$ cat config.mk
export PLATFORM = sky130hd
export DESIGN_NAME = jk_cmd_sequencer
export DESIGN_NICKNAME = d
export VERILOG_FILES = /design/src/rtl/jk_cmd_sequencer.sv
export SDC_FILE = /design/constraint.sdc
export NUM_CORES = 1
export LEC_CHECK = 0
export CORE_UTILIZATION = 46
export DETAILED_ROUTE_END_ITERATION = 8
export GPL_ROUTABILITY_DRIVEN = 0
export GPL_TIMING_DRIVEN = 1
export PLACE_DENSITY = 0.78
export SETUP_SLACK_MARGIN = 0.3
export SYNTH_ARGS = -nofsm -noshare
export SYNTH_HDL_FRONTEND = slang
export SYNTH_SLANG_ARGS = --single-unit
$ cat constraint.sdc
create_clock -name clk -period 2.7 [get_ports clk]
set_input_delay 0.54 -clock clk [delete_from_list [all_inputs] [get_ports clk]]
set_output_delay 0.54 -clock clk [all_outputs]
set_load 0.02 [all_outputs]
$ cat src/rtl/jk_cmd_sequencer.sv
// Command FIFO feeding a three-state pulse sequencer that drives a level-sensitive JK latch.
// Optional predicted-latch shadow register and q_pred port: define JK_CMD_SHADOW_EN.
module jk_cmd_sequencer #(
    parameter int DEPTH   = 4,
    parameter int PULSE_W = 1
) (
    input  logic       clk,
    input  logic       rst,
    input  logic       cmd_valid,
    input  logic [1:0] cmd_op,
    output logic       cmd_ready,
    output logic       J,
    output logic       K,
    output logic       en,
    output logic       busy,
    output logic [4:0] level
`ifdef JK_CMD_SHADOW_EN
    ,
    output logic       q_pred
`endif
);

    localparam int         AW      = $clog2(DEPTH);
    localparam logic [4:0] DEPTH_L = 5'(DEPTH);
    localparam logic [2:0] PW_LAST = 3'(PULSE_W - 1);
    localparam logic [1:0] OP_TOG  = 2'b11;

    typedef enum logic [1:0] {
        ST_IDLE  = 2'b00,
        ST_DRIVE = 2'b01,
        ST_GAP   = 2'b10
    } state_e;

    state_e          state_q, state_d;
    logic [1:0]      mem_q [DEPTH];
    logic [1:0]      mem_d [DEPTH];
    logic [AW-1:0]   wr_ptr_q, wr_ptr_d;
    logic [AW-1:0]   rd_ptr_q, rd_ptr_d;
    logic [4:0]      level_q, level_d;
    logic [2:0]      cnt_q, cnt_d;
    logic            j_q, j_d, k_q, k_d, en_q, en_d;
    logic            push_s, pop_s, drive_done_s;
    logic [1:0]      head_op_s;

    assign cmd_ready = (level_q < DEPTH_L);
    assign push_s    = cmd_valid & cmd_ready;
    assign head_op_s = mem_q[rd_ptr_q];
    assign J         = j_q;
    assign K         = k_q;
    assign en        = en_q;
    assign level     = level_q;
    assign busy      = (state_q != ST_IDLE) || (level_q != 5'd0);

    // FIFO storage, pointers and occupancy; push and pop may coincide
    always_comb begin
        mem_d    = mem_q;
        wr_ptr_d = wr_ptr_q;
        rd_ptr_d = rd_ptr_q;
        if (push_s) begin
            mem_d[wr_ptr_q] = cmd_op;
            wr_ptr_d        = wr_ptr_q + AW'(1);
        end else begin
            wr_ptr_d = wr_ptr_q;
        end
        if (pop_s) begin
            rd_ptr_d = rd_ptr_q + AW'(1);
        end else begin
            rd_ptr_d = rd_ptr_q;
        end
        level_d = level_q + {4'b0000, push_s} - {4'b0000, pop_s};
    end

    // Sequencer next state; J = op[1], K = op[0] for every op, so decode is a plain copy
    always_comb begin
        state_d      = state_q;
        cnt_d        = cnt_q;
        j_d          = j_q;
        k_d          = k_q;
        en_d         = en_q;
        pop_s        = 1'b0;
        drive_done_s = 1'b0;
        case (state_q)
            ST_IDLE: begin
                if (level_q != 5'd0) begin
                    pop_s   = 1'b1;
                    state_d = ST_DRIVE;
                    j_d     = head_op_s[1];
                    k_d     = head_op_s[0];
                    en_d    = 1'b1;
                    // a toggle held longer than one cycle would keep flipping the latch
                    cnt_d   = (head_op_s == OP_TOG) ? 3'd0 : PW_LAST;
                end else begin
                    j_d  = 1'b0;
                    k_d  = 1'b0;
                    en_d = 1'b0;
                end
            end
            ST_DRIVE: begin
                if (cnt_q == 3'd0) begin
                    drive_done_s = 1'b1;
                    state_d      = ST_GAP;
                    j_d          = 1'b0;
                    k_d          = 1'b0;
                    en_d         = 1'b0;
                end else begin
                    cnt_d = cnt_q - 3'd1;
                end
            end
            ST_GAP: begin
                state_d = ST_IDLE;
                j_d     = 1'b0;
                k_d     = 1'b0;
                en_d    = 1'b0;
            end
            default: begin
                state_d = ST_IDLE;
                j_d     = 1'b0;
                k_d     = 1'b0;
                en_d    = 1'b0;
            end
        endcase
    end

    // State, FIFO and output registers with synchronous reset
    always_ff @(posedge clk) begin
        if (rst) begin
            state_q  <= ST_IDLE;
            mem_q    <= '{default: 2'b00};
            wr_ptr_q <= '0;
            rd_ptr_q <= '0;
            level_q  <= 5'd0;
            cnt_q    <= 3'd0;
            j_q      <= 1'b0;
            k_q      <= 1'b0;
            en_q     <= 1'b0;
        end else begin
            state_q  <= state_d;
            mem_q    <= mem_d;
            wr_ptr_q <= wr_ptr_d;
            rd_ptr_q <= rd_ptr_d;
            level_q  <= level_d;
            cnt_q    <= cnt_d;
            j_q      <= j_d;
            k_q      <= k_d;
            en_q     <= en_d;
        end
    end

`ifdef JK_CMD_SHADOW_EN
    logic qp_q, qp_d;

    assign q_pred = qp_q;

    function automatic logic next_qpred(input logic [1:0] op, input logic q);
        case (op)
            2'b01:   next_qpred = 1'b0;
            2'b10:   next_qpred = 1'b1;
            2'b11:   next_qpred = ~q;
            default: next_qpred = q;
        endcase
    endfunction

    // Shadow model of the latch, advanced once per command as its drive ends
    always_comb begin
        qp_d = qp_q;
        if (drive_done_s) begin
            qp_d = next_qpred({j_q, k_q}, qp_q);
        end else begin
            qp_d = qp_q;
        end
    end

    // Shadow register
    always_ff @(posedge clk) begin
        if (rst) begin
            qp_q <= 1'b0;
        end else begin
            qp_q <= qp_d;
        end
    end
`endif

endmodule
; ---- After elaboration in Yosys (flattened, before gate mapping)
; Index checks and enable logic that the tools add are counted.
[op_classes]
n_bitwise = 3
magnitude_cmp = 4
eq_ne = 4
reduce_logical = 9
n_addsub = 5
n_mux = 20
[ops]
columns = operator, count
row1 = 2-to-1 mux 2 bit, 5
row2 = bitwise mux 8 bit, 1
row3 = greater-or-equal comparator 3 bit (second input constant), 2
row4 = 2-to-1 mux 3 bit, 2
row5 = != test 2 bit (second input constant), 3
row6 = inverter 2 -> 3 bit, 2
row7 = case mux 1 bit (2 select lines), 3
row8 = case mux 3 bit (2 select lines), 1
row9 = adder 5 x 1 -> 5 bit, 1
row10 = < comparator 5 x 3 -> 1 bit (second input constant), 1
row11 = 2-to-1 mux 1 bit, 5
row12 = nonzero test 5 bit, 1
row13 = subtractor 5 x 1 -> 5 bit, 1
row14 = adder 2 x 1 -> 2 bit (second input constant), 2
row15 = binary-select mux 2 bit (select 2 bit), 1
row16 = demux 2 bit (select 2 bit), 1
row17 = case mux 2 bit (2 select lines), 1
row18 = nonzero test 2 bit, 2
row19 = zero test 3 bit, 1
row20 = < comparator 3 x 1 -> 1 bit (second input constant), 1
row21 = AND reduction 3 bit, 1
row22 = subtractor 3 x 1 -> 3 bit (second input constant), 1
row23 = == test 2 x 1 -> 1 bit (second input constant), 1
row24 = zero test 2 bit, 1
row25 = 4 further kinds, 4
[word_totals]
ff_bits = 25
out_inout_bits = 10
wordCells = 57
input_bits = 5

; ---- Longest topological paths before layout
[logic_depth]
ltp_word = 6
mapped_depth = 14
depth_no_buf = 14

; ---- Least setup slack after synthesis
; Ideal clock, no wire load.
[synth_timing]
path_kind = register -> register
startpoint = register level_q[2] (netlist: level[2])
endpoint = register level_q[4] (netlist: level[4])
t_arrival_ns = 2.569
setup_time_ns = 0.127
required_time_ns = 2.573
period_less_slack_ns = 2.696
path_slack_ns = 0.004
path_buffers = 0
stages_incl_launch_ff = 15
cell_sequence = dfxtp_1 -> inv_1 -> ha_1 -> or4b_4 -> nand2_4 -> inv_4 -> ha_1 -> inv_1 -> ha_1 -> inv_1 -> fa_1 -> nand2b_1 -> a21oi_1 -> or3_1 -> a21oi_1
[synth_via]
elab_chain_cells = 4
word_cells_on_any_way = 7
classes_between = add/sub: 2 / order compare: 1 / mux: 2 / bitwise: 1 / reduce/logical: 1
[synth_lines]
columns = element, line_no
row1 = start: declaration, 39  ; logic [4:0] level_q, level_d;
row2 = start signal: assignment, 141  ; level_q <= level_d;
row3 = < comparator 5 x 3 -> 1 bit / nonzero test 5 bit (equally long branches), "45, 84"
row4 = bitwise AND 1 bit / 2-to-1 mux 1 bit (equally long branches), "46, 84"
row5 = adder 5 x 1 -> 5 bit / 2-to-1 mux 1 bit (equally long branches), "70, 82"
row6 = subtractor 5 x 1 -> 5 bit *, 70  ; level_d = level_q + {4'b0000, push_s} - {4'b0000, pop_s};
; Mark *: on every way between the ends. The rest lies on a longest branch, timed or not.
; A chain may end at the register's enable or synchronous reset.

; ---- Final worst setup path
[layout_timing]
startpoint = register level_q[3] (netlist: level[3])
endpoint = register level_q[4] (netlist: level[4])
; Same word-level chain as after synthesis.

==> flow_summary.html <==
<table>
<tr><th>Metric</th><th>Value</th></tr>
<tr><th colspan="2">Run status</th></tr>
<tr><td>Status</td><td>complete, no violations</td></tr>
<tr><th colspan="2">Logic synthesis</th></tr>
<tr><td>Dominant synthesized flop cell</td><td>sky130_fd_sc_hd__dfxtp_1</td></tr>
<tr><td>Most instantiated library cell after synthesis</td><td>sky130_fd_sc_hd__dfxtp_1</td></tr>
<tr><td>Sequential area share after synthesis</td><td>40.12%</td></tr>
<tr><td>Yosys Warn Count</td><td>0</td></tr>
<tr><td>Total of flip-flops plus latches after synthesis</td><td>25</td></tr>
<tr><td>Ranking of synthesized cells by area</td><td>sky130_fd_sc_hd__dfxtp_1 40%, sky130_fd_sc_hd__ha_1 13%, sky130_fd_sc_hd__a21oi_1 6.0%</td></tr>
<tr><td>Commonest cells in the netlist</td><td>25 x sky130_fd_sc_hd__dfxtp_1, 15 x sky130_fd_sc_hd__a21oi_1, 15 x sky130_fd_sc_hd__nand2_1, 13 x sky130_fd_sc_hd__ha_1, 13 x sky130_fd_sc_hd__nor2_1</td></tr>
<tr><td>Cell type with the largest total area after synthesis</td><td>sky130_fd_sc_hd__dfxtp_1</td></tr>
<tr><td>Fraction of post-synthesis cell area in the top cell type by area</td><td>40.12%</td></tr>
<tr><td>Count of unique library cells instantiated by Yosys</td><td>30</td></tr>
<tr><td>Syn Inst Count</td><td>141</td></tr>
<tr><td>Synthesized area</td><td>1247 sq um</td></tr>
<tr><td>Post-synth EDFFs</td><td>0</td></tr>
<tr><td>Post-Syn Area per Cell</td><td>8.847 sq um</td></tr>
<tr><td>Ys async rst share</td><td>0%</td></tr>
<tr><td>Net count after synthesis</td><td>160</td></tr>
<tr><th colspan="2">Cells and area</th></tr>
<tr><td>Count of inserted antenna diode cells</td><td>0</td></tr>
<tr><td>Area growth syn-to-layout</td><td>25.98%</td></tr>
<tr><td>Net count, final</td><td>182</td></tr>
<tr><td>Ratio of cells with drive above 1 in the final layout</td><td>19.14%</td></tr>
<tr><td>Number of filler instances in the final layout</td><td>212</td></tr>
<tr><th colspan="2">Clock tree</th></tr>
<tr><td>Clock insertion delay at the later pin of the skew report</td><td>330 ps</td></tr>
<tr><td>TritonCTS clock tree</td><td>yes</td></tr>
<tr><td>Clock-pin slew of the registers on the worst-case setup and hold paths</td><td>150 ps</td></tr>
<tr><td>H-tree levels</td><td>1</td></tr>
<tr><td>Total number of clock tree sinks</td><td>25</td></tr>
<tr><td>Buffer depth of the longest clock path</td><td>2</td></tr>
<tr><td>Number of buffers inserted for hold repair after clock tree synthesis</td><td>0</td></tr>
<tr><td>Number of buffers created by CTS</td><td>3</td></tr>
<tr><td>Clk root buf</td><td>sky130_fd_sc_hd__clkbuf_4</td></tr>
<tr><th colspan="2">Floorplanning</th></tr>
<tr><td>Die Ht</td><td>54.08 um</td></tr>
<tr><td>Num rows</td><td>18</td></tr>
<tr><td>Ports placed on the boundary</td><td>15</td></tr>
<tr><td>Width of the die</td><td>54.08 um</td></tr>
<tr><td>Starting utilization of the core area</td><td>49.45%</td></tr>
<tr><td>Core Footprint</td><td>2522 sq um</td></tr>
<tr><td>Die area</td><td>2924 sq um</td></tr>
<tr><th colspan="2">Timing</th></tr>
<tr><td>Final Cycle Share</td><td>94.13%</td></tr>
<tr><td>Accumulated negative setup slack</td><td>0 ps</td></tr>
<tr><td>Final clock skew</td><td>2.721 ps</td></tr>
<tr><td>Number of hold violations in the final report</td><td>0</td></tr>
<tr><td>Worst Max-Slew Pin Slew</td><td>293.1 ps</td></tr>
<tr><td>Setup-failing EPs final</td><td>0</td></tr>
<tr><td>Minimum clock period</td><td>2541 ps</td></tr>
<tr><td>Post-route worst hold slack</td><td>473.4 ps</td></tr>
<tr><td>Max-slew violations</td><td>0</td></tr>
<tr><td>Setup repair after global routing missed its margin</td><td>true</td></tr>
<tr><td>Max Fclk</td><td>0.3935 GHz</td></tr>
<tr><td>Worst max-slew margin expressed relative to the limit</td><td>80.44%</td></tr>
<tr><th colspan="2">GRT</th></tr>
<tr><td>Total congestion overflow</td><td>0</td></tr>
<tr><td>Vias in the first global route</td><td>940</td></tr>
<tr><td>Largest net degree at the start of global routing</td><td>26</td></tr>
<tr><td>Global-route wire length before repair</td><td>3960 um</td></tr>
<tr><td>All-Layer GR Usage</td><td>19.15%</td></tr>
<tr><td>Number of antenna violations at the first check in global routing</td><td>0</td></tr>
<tr><th colspan="2">Critical path</th></tr>
<tr><td>Highest net fanout along the worst path</td><td>2</td></tr>
<tr><td>Critical path required time</td><td>2970 ps</td></tr>
<tr><td>Family with the most delay on the worst path</td><td>simple AND/OR/NAND/NOR gates</td></tr>
<tr><td>Cell with the most instances on the worst path</td><td>sky130_fd_sc_hd__ha_4</td></tr>
<tr><td>Buf/Inv on CP</td><td>4</td></tr>
<tr><td>Kind of launch point of the worst setup path</td><td>flop</td></tr>
<tr><td>Crit path arrival time</td><td>2810 ps</td></tr>
<tr><td>Cell-by-cell trace of the critical path</td><td>inv_4, ha_4, or4b_4, nand2_4, inv_6, ha_4, inv_2, ha_4, inv_2, fa_2, nand2b_4, a21oi_4, or3_1, a21oi_1</td></tr>
<tr><td>Flop-to-flop setup slack</td><td>160 ps</td></tr>
<tr><td>Critical-path top delay cell</td><td>sky130_fd_sc_hd__or4b_4</td></tr>
<tr><td>Max incr delay on CP</td><td>480 ps</td></tr>
<tr><td>CP Capture Type</td><td>flop</td></tr>
<tr><td>Worst Path Class, Setup</td><td>flop to flop</td></tr>
<tr><th colspan="2">Drt</th></tr>
<tr><td>Pre-antenna DRT Iters</td><td>4</td></tr>
<tr><td>Vias</td><td>1026</td></tr>
<tr><td>Wire length per cell</td><td>13.27 um</td></tr>
<tr><td>DRC violation count after routing</td><td>0</td></tr>
<tr><td>Number of nets with antenna violations after routing</td><td>0</td></tr>
<tr><td>Iteration-0 DRC Markers</td><td>17</td></tr>
<tr><td>Via-to-Cell Ratio</td><td>5.344</td></tr>
<tr><td>Post-Route WL</td><td>2548 um</td></tr>
<tr><th colspan="2">Pwr</th></tr>
<tr><td>Power density over the cells</td><td>1157 nW/um^2</td></tr>
<tr><td>Highest ir drop seen on vdd</td><td>846.8 uV</td></tr>
<tr><td>Reported leakage power</td><td>0.6008 nW</td></tr>
<tr><th colspan="2">Run</th></tr>
<tr><td>Number of max-capacitance violations reported</td><td>0</td></tr>
<tr><th colspan="2">Hold path</th></tr>
<tr><td>Worst hold path type</td><td>flop to flop</td></tr>
<tr><th colspan="2">Place</th></tr>
<tr><td>Post-detail-place hpwl</td><td>1854 um</td></tr>
<tr><td>I/O Buffers</td><td>14</td></tr>
</table>
-- per-layer routing --
metal  GRT usage, %  vias up  share of wire, %  wire (um)
met4          6.838        0              0.47         12
met1          22.01      491                46       1165
met3          4.237        2               2.3         59
met5              0        -                 0          0
met2          34.36       12                51       1310
li1               -      521                 -          -
-- state kept, by name (all words and copies together), names as in the netlist --
register,flops
cnt_q,3
J,1
level,5
en,1
rd_ptr_q,2
wr_ptr_q,2
mem_q,8
K,1
state_q,2
-- timing repair --
action | CTS | global route
endpoints found under the setup margin | 1 | 2
buffers inserted | 5 | 1
resized for setup | 4 | 2
hold endpoints to repair | 0 | 0
pin swaps | 4 | 2
-- where the power goes --
group	switching [W]	internal (W)
Sequential	0.0000927	0.000457
Clock	0.000123	0.0000604
Combinational	0.000526	0.000559
-- final timing paths --
path	startpoint	to	cells after the start
max reg2reg	level[3]$_SDFF_PP0_	level[4]$_SDFF_PP0_	14
min	mem_q[5]$_SDFFE_PP0P_	mem_q[5]$_SDFFE_PP0P_	2
max	level[3]$_SDFF_PP0_	level[4]$_SDFF_PP0_	14
min reg2reg	mem_q[5]$_SDFFE_PP0P_	mem_q[5]$_SDFFE_PP0P_	2
-- area by class of cell --
| cell class | instances | area, sq um | share of cell area [%] |
|---|---|---|---|
| Multi-Input combinational cell | 97 | 732.0 | 46.58 |
| Sequential cell | 25 | 508.0 | 32.32 |
| Timing Repair Buffer | 22 | 200.2 | 12.74 |
| Inverter | 14 | 62.56 | 3.981 |
| Tap cell | 30 | 37.54 | 2.389 |
| Clock buffer | 3 | 22.52 | 1.433 |
| Clock inverter | 1 | 8.758 | 0.5573 |
-- kinds of logic after synthesis --
family	after synthesis	share of synthesized area, %
XOR/XNOR	4	2.809
multiplexers	2	3.611
buffers and inverters	19	5.918
flip-flops	25	40.12
AO/OA/AOI/OAI	22	9.829
adder cells (fa/ha/maj)	14	14.64
AND/OR/NAND/NOR	55	23.07
-- through the flow --
| step | total power, W | util [%] | worst slack (ps) | std cells | area, sq um |
|---|---|---|---|---|---|
| finish | 0.001819 | 62.30 | 158.6 | 192 | 1572 |
| global placement | 0.001431 | 58.28 | 95.51 | 182 | 1470 |
| CTS | 0.001763 | 61.71 | 183.3 | 191 | 1556 |
| global route | 0.001951 | 62.30 | 86.57 | 192 | 1572 |
| detailed placement | 0.001476 | 58.28 | 50.16 | 182 | 1470 |
| floorplan | 0.001222 | - | 165.8 | 141 | 1296 |
-- cells in the final DEF (no fill, tap or decap), drive strengths merged --
cell	instances
o31ai	1
a31oi	2
buf	8
a21oi	15
xor2	2
dfxtp	25
or3	1
xnor2	2
ha	13
clkbuf	3
nor4b	2
inv	15
and3b	1
or4	1
clkdlybuf4s50	14
nor2	14
nand3b	1
nor3	2
or4b	1
o21ai	1
nand2b	4
nand2	16
a21o	1
a22oi	2
nor2b	3
nand3	9
mux4	2
fa	1
-- worst min-delay path: stages (launching register included) --
cell and delay, ps:
sky130_fd_sc_hd__dfxtp_1 340, sky130_fd_sc_hd__nand2_1 50, sky130_fd_sc_hd__a21oi_1 50
No activity file was read; power rests on OpenSTA's default activity.
==> RTL edit 1: new RTL, same flow settings <==
Build with the macro `JK_CMD_SHADOW_EN` defined.
--- a/src/rtl/jk_cmd_sequencer.sv
+++ b/src/rtl/jk_cmd_sequencer.sv
@@ -2,2 +2,4 @@
 // Optional predicted-latch shadow register and q_pred port: define JK_CMD_SHADOW_EN.
+`define JK_CMD_SHADOW_EN
+
 module jk_cmd_sequencer #(
Function (old outputs only; new: q_pred): kept (equiv_simple and equiv_induct, registers matched by name and starting in step).
==> RTL edit 1 against the original RTL <==
Wire length increased by 5.7%; sequential power increased by 1%; area after synthesis increased by 6.7%; non-clock buffer count unchanged; final area increased by 6.1%; die area increased by 6.5%; clock power increased by 9%; sequential cell count increased by 1; highest routed layer unchanged; via count increased by 2.6%; critical path depth decreased by 2; power decreased by 2.9%; worst setup slack improved by 0.19 ns.
==> RTL edit 1: results (changes against the original RTL) <==
* Status: finished clean
* Reg2Reg Depth at 12 (-2)
* Reg power frac at 31.5% (+1.3 points)
* FILL cells at 246 (+16%)
* First-pass GRT wire length at 4650 µm (+17%)
* Compound-Gate Fraction of Synth Area at 9.305% (-0.52 points)
* Final Cycle Share at 87.20% (-6.9 points)
* Fin nets at 179 (-1.6%)
* Top cells by area, synth: dfxtp_1 (39%), ha_1 (12%), mux2i_1 (6.8%)
* DPL Wire Length at 2030 µm (+9.5%)
* Synth warn at 0 (unchanged)
* Non-Filler Instances at 190 (-1.0%)
* Number of post-CTS setup repair buffers at 2 (-3)
* Adder-cell area share of the yosys netlist at 13.72% (-0.92 points)
* Number of global-route vias before repair at 1091 (+16%)
* Syn avg cell area at 9.647 µm² (+9.0%)
* H-Tree Depth at 1 (unchanged)
* Post-DP Area at 0.001605 mm² (+9.2%)
* # resized after CTS at 1 (-3)
* All-Layer GR Usage at 18.88% (-0.26 points)
* Multiplexer share of the synthesized area at 11.84% (+8.2 points)
* Number of port buffers at 15 (+1)
* Cell variety after synth at 34 (+13%)
* Leakage at 0.7046 nW (+17%)
* Layout cells sized above 1 at 18.24% (-0.90 points)
* Total wire length at 2693 µm (+5.7%)
* TritonCTS Buffers at 3 (unchanged)
* Seq/Total Area, Yosys at 39.10% (-1.0 points)
* VDD IR-drop max at 0.8713 mV (+2.9%)
* Pin count of the biggest net entering global routing at 22 (-15%)
* Pre-CTS WS at 0.06631 ns (+0.01616 ns)
* Post-synth top cells: dfxtp_1 (26), nor2_1 (15), ha_1 (13), inv_1 (13), a21oi_1 (11)
* Placed insts at 183 (+0.55%)
* Xor and xnor area share after synthesis at 1.316% (-1.5 points)
* Worst relative slew slack at 71.92% (-8.5 points)
* Syn Nets at 157 (-1.9%)
* Comb. pwr at 1.01 mW (-7%)
* 1st-iter DRT viols at 22 (+5)
* P&R area growth vs syn at 25.28%
* CP max FO at 3 (+1)
* Hold buffers post-CTS at 0 (unchanged)
* Total power at 1.766 mW (-2.9%)
* Crit path DAT at 2.58 ns (-0.23 ns)
* Setup Skew at 0.002849 ns (+0.0001277 ns)
* Via-to-Cell Ratio at 5.542 (+3.7%)
* Sw Share at 39.12% (-1.7 points)
[RTL edit 1: cell type report]
class                      count  area share [%]
multi-input combinational     94           48.39
inverter                      13           3.226
timing repair buffer          22           12.23
clock buffer                   4           2.176
sequential                    26           31.66
tap                           31           2.326
[RTL edit 1: routing by layer]
metal  GRT usage, %  wire, µm  vias up
met5              0         0        -
met4          8.571        31        0
met3          4.186        95        6
met2          32.70      1409       19
met1          22.19      1156      505
li1               -         -      523
[RTL edit 1: critical path, cell delays in order, from the launching register on]
cell and delay [ns]:
dfxtp_4 0.38, inv_4 0.07, ha_4 0.12, nor4b_4 0.21, nand2b_4 0.18, inv_2 0.04, ha_4 0.25, inv_2 0.03
ha_4 0.15, fa_2 0.36, a21oi_2 0.12, o21bai_1 0.08, mux2_2 0.27
[RTL edit 1: worst min-delay path by stage]
stage / to / cells after the start / slack [ns] / from
after detailed placement: en$_SDFFE_PP0N_ / 2 / 0.47 / en$_SDFFE_PP0N_
after global routing: cnt_q[1]$_SDFFE_PP0P_ / 2 / 0.52 / cnt_q[1]$_SDFFE_PP0P_
after floorplan: cnt_q[1]$_SDFFE_PP0P_ / 2 / 0.45 / cnt_q[1]$_SDFFE_PP0P_
after global placement: q_pred$_SDFFE_PP0P_ / 1 / 0.46 / q_pred$_SDFFE_PP0P_
final: en$_SDFFE_PP0N_ / 2 / 0.48 / en$_SDFFE_PP0N_
after CTS: en$_SDFFE_PP0N_ / 2 / 0.49 / en$_SDFFE_PP0N_
[RTL edit 1: logic make-up (layout without fill, tap and decap cells)]
family | count (synthesis) | in the layout
adder cells (fa/ha/maj) | 14 | 14
AND/OR/NAND/NOR | 45 | 45
XOR/XNOR | 2 | 2
buffers and inverters | 18 | 39
flip-flops | 26 | 26
AO/OA/AOI/OAI | 20 | 20
multiplexers | 13 | 13
==> RTL edit 2: new RTL, same settings <==
Without the edit above. Re-encode `state_e` (3 states) as one-hot, 3 bits wide.
--- a/src/rtl/jk_cmd_sequencer.sv
+++ b/src/rtl/jk_cmd_sequencer.sv
@@ -27,6 +27,6 @@
 
-    typedef enum logic [1:0] {
-        ST_IDLE  = 2'b00,
-        ST_DRIVE = 2'b01,
-        ST_GAP   = 2'b10
+    typedef enum logic [2:0] {
+        ST_IDLE  = 3'b001,
+        ST_DRIVE = 3'b010,
+        ST_GAP   = 3'b100
     } state_e;
Behaviour: no difference found for any inputs over 10 cycles, from zero or initial values and one cycle with rst high; not proved beyond that.
==> RTL edit 2 against the original RTL <==
Core utilization decreased by 1.1 points; final area increased by 9.2%; sequential cell count increased by 1; worst setup slack improved by 0.15 ns; area after synthesis increased by 11%; power increased by 2.5%; global-route usage increased by 0.30 points; largest cell class unchanged; wire length increased by 7.8%; the flow now finishes with violations (DRC).
==> RTL edit 2: results (changes against the original RTL) <==
* FILL cells at 242 (+14%)
* Met3 GRT Util at 3.401% (-0.84 points)
* Hold Path Sink: en$_SDFFE_PP0N_
* Fin nets at 184 (+1.1%)
* Failing checks: DRC
* Seq/Total Area, Yosys at 37.48% (-2.6 points)
* VDD IR-drop max at 0.4588 mV (-46%)
* 1st-iter DRT viols at 30 (+13)
* Multiplexer share of the synthesized area at 12.16% (+8.6 points)
* Compound-Gate Fraction of Synth Area at 8.198% (-1.6 points)
* Cell variety after synth at 38 (+27%)
* Crit path max-delay family: adder cells
* Post-DP Area at 0.001637 mm² (+11%)
* Top cells by area, synth: dfxtp_1 (37%), ha_1 (12%), mux2i_1 (6.5%)
* Pre-Repair DR Iteration Count at 6 (+2)
* Post-synth top cells: dfxtp_1 (26), nor2_1 (17), ha_1 (13), inv_1 (13)
* Grt met2 use at 34.96% (+0.60 points)
* Drt drc at 4 (+4)
* Adder-cell area share of the yosys netlist at 13.15% (-1.5 points)
* Via-to-Cell Ratio at 5.621 (+5.2%)
* FF-to-FF setup slack at 0.31 ns (+0.15 ns)
* CP max FO at 3 (+1)
* Xor and xnor area share after synthesis at 1.261% (-1.5 points)
* Crit path DAT at 2.63 ns (-0.18 ns)
* DPL Wire Length at 2105 µm (+14%)
* Worst relative slew slack at 56.59% (-24 points)
* Slowest cell delay on critical path at 0.41 ns (-0.07 ns)
* Wire per inst at 14.08 µm (+6.1%)
* Setup Skew at 0.003045 ns (+0.0003239 ns)
* Status: complete, but fails checks
* Slowest CP cell: or3_4
* All-Layer GR Usage at 19.44% (+0.30 points)
* Leakage at 0.7228 nW (+20%)
## RTL edit 2: changes by cell type after synthesis, sizes merged, moves of 3 or more
cell,delta
clkbuf,-3
nand3,-8
nor2b,+6
nand2,-11
mux2,+3
buf,+3
mux2i,+9
nor2,+3
nand4b,+4
a21oi,-11
## RTL edit 2: report_power, final
group | internal, mW | switching [mW]
registers | 0.478 | 0.0816
clock network | 0.113 | 0.123
logic | 0.565 | 0.504
## RTL edit 2: timing repair
action / CTS / global route
pin swaps: 3 / 0
endpoints found under the setup margin: 3 / 3
endpoints found under the hold margin: 0 / 0
resized for setup: 2 / 3
buffers inserted: 3 / 0
## RTL edit 2: through the flow
step                      hold WS [ns]  util, %  power [mW]  setup WS [ns]  cells
after floorplan                 0.4578        -       1.286         0.1890    142
after global placement          0.4664    58.34       1.532        0.09496    188
after detailed placement        0.4717    58.34       1.573        0.05698    188
after CTS                       0.4879    60.88       1.862         0.3075    195
after global routing            0.5232    61.20       2.023         0.2136    195
final                           0.4847    61.20       1.864         0.3091    195
## RTL edit 2: area by class of cell
cell class	instances	area share (%)
Tap cell	31	2.259
Multi-Input combinational cell	98	48.91
Timing Repair Buffer	23	12.17
Inverter	13	3.134
Sequential cell	26	30.76
Clock buffer	4	2.770
## RTL edit 2: cell families (layout without fill, tap and decap cells)
kind of cell,count (synthesis),in the layout
XOR/XNOR,2,2
multiplexers,14,14
flip-flops,26,26
buffers and inverters,18,40
adder cells (fa/ha/maj),14,14
AO/OA/AOI/OAI,17,17
AND/OR/NAND/NOR,51,51
## RTL edit 2: layer usage
metal / vias to the layer above / wire length, µm
met1: 522 / 1166
met5: - / 0
li1: 535 / -
met3: 6 / 125
met2: 33 / 1403
met4: 0 / 51
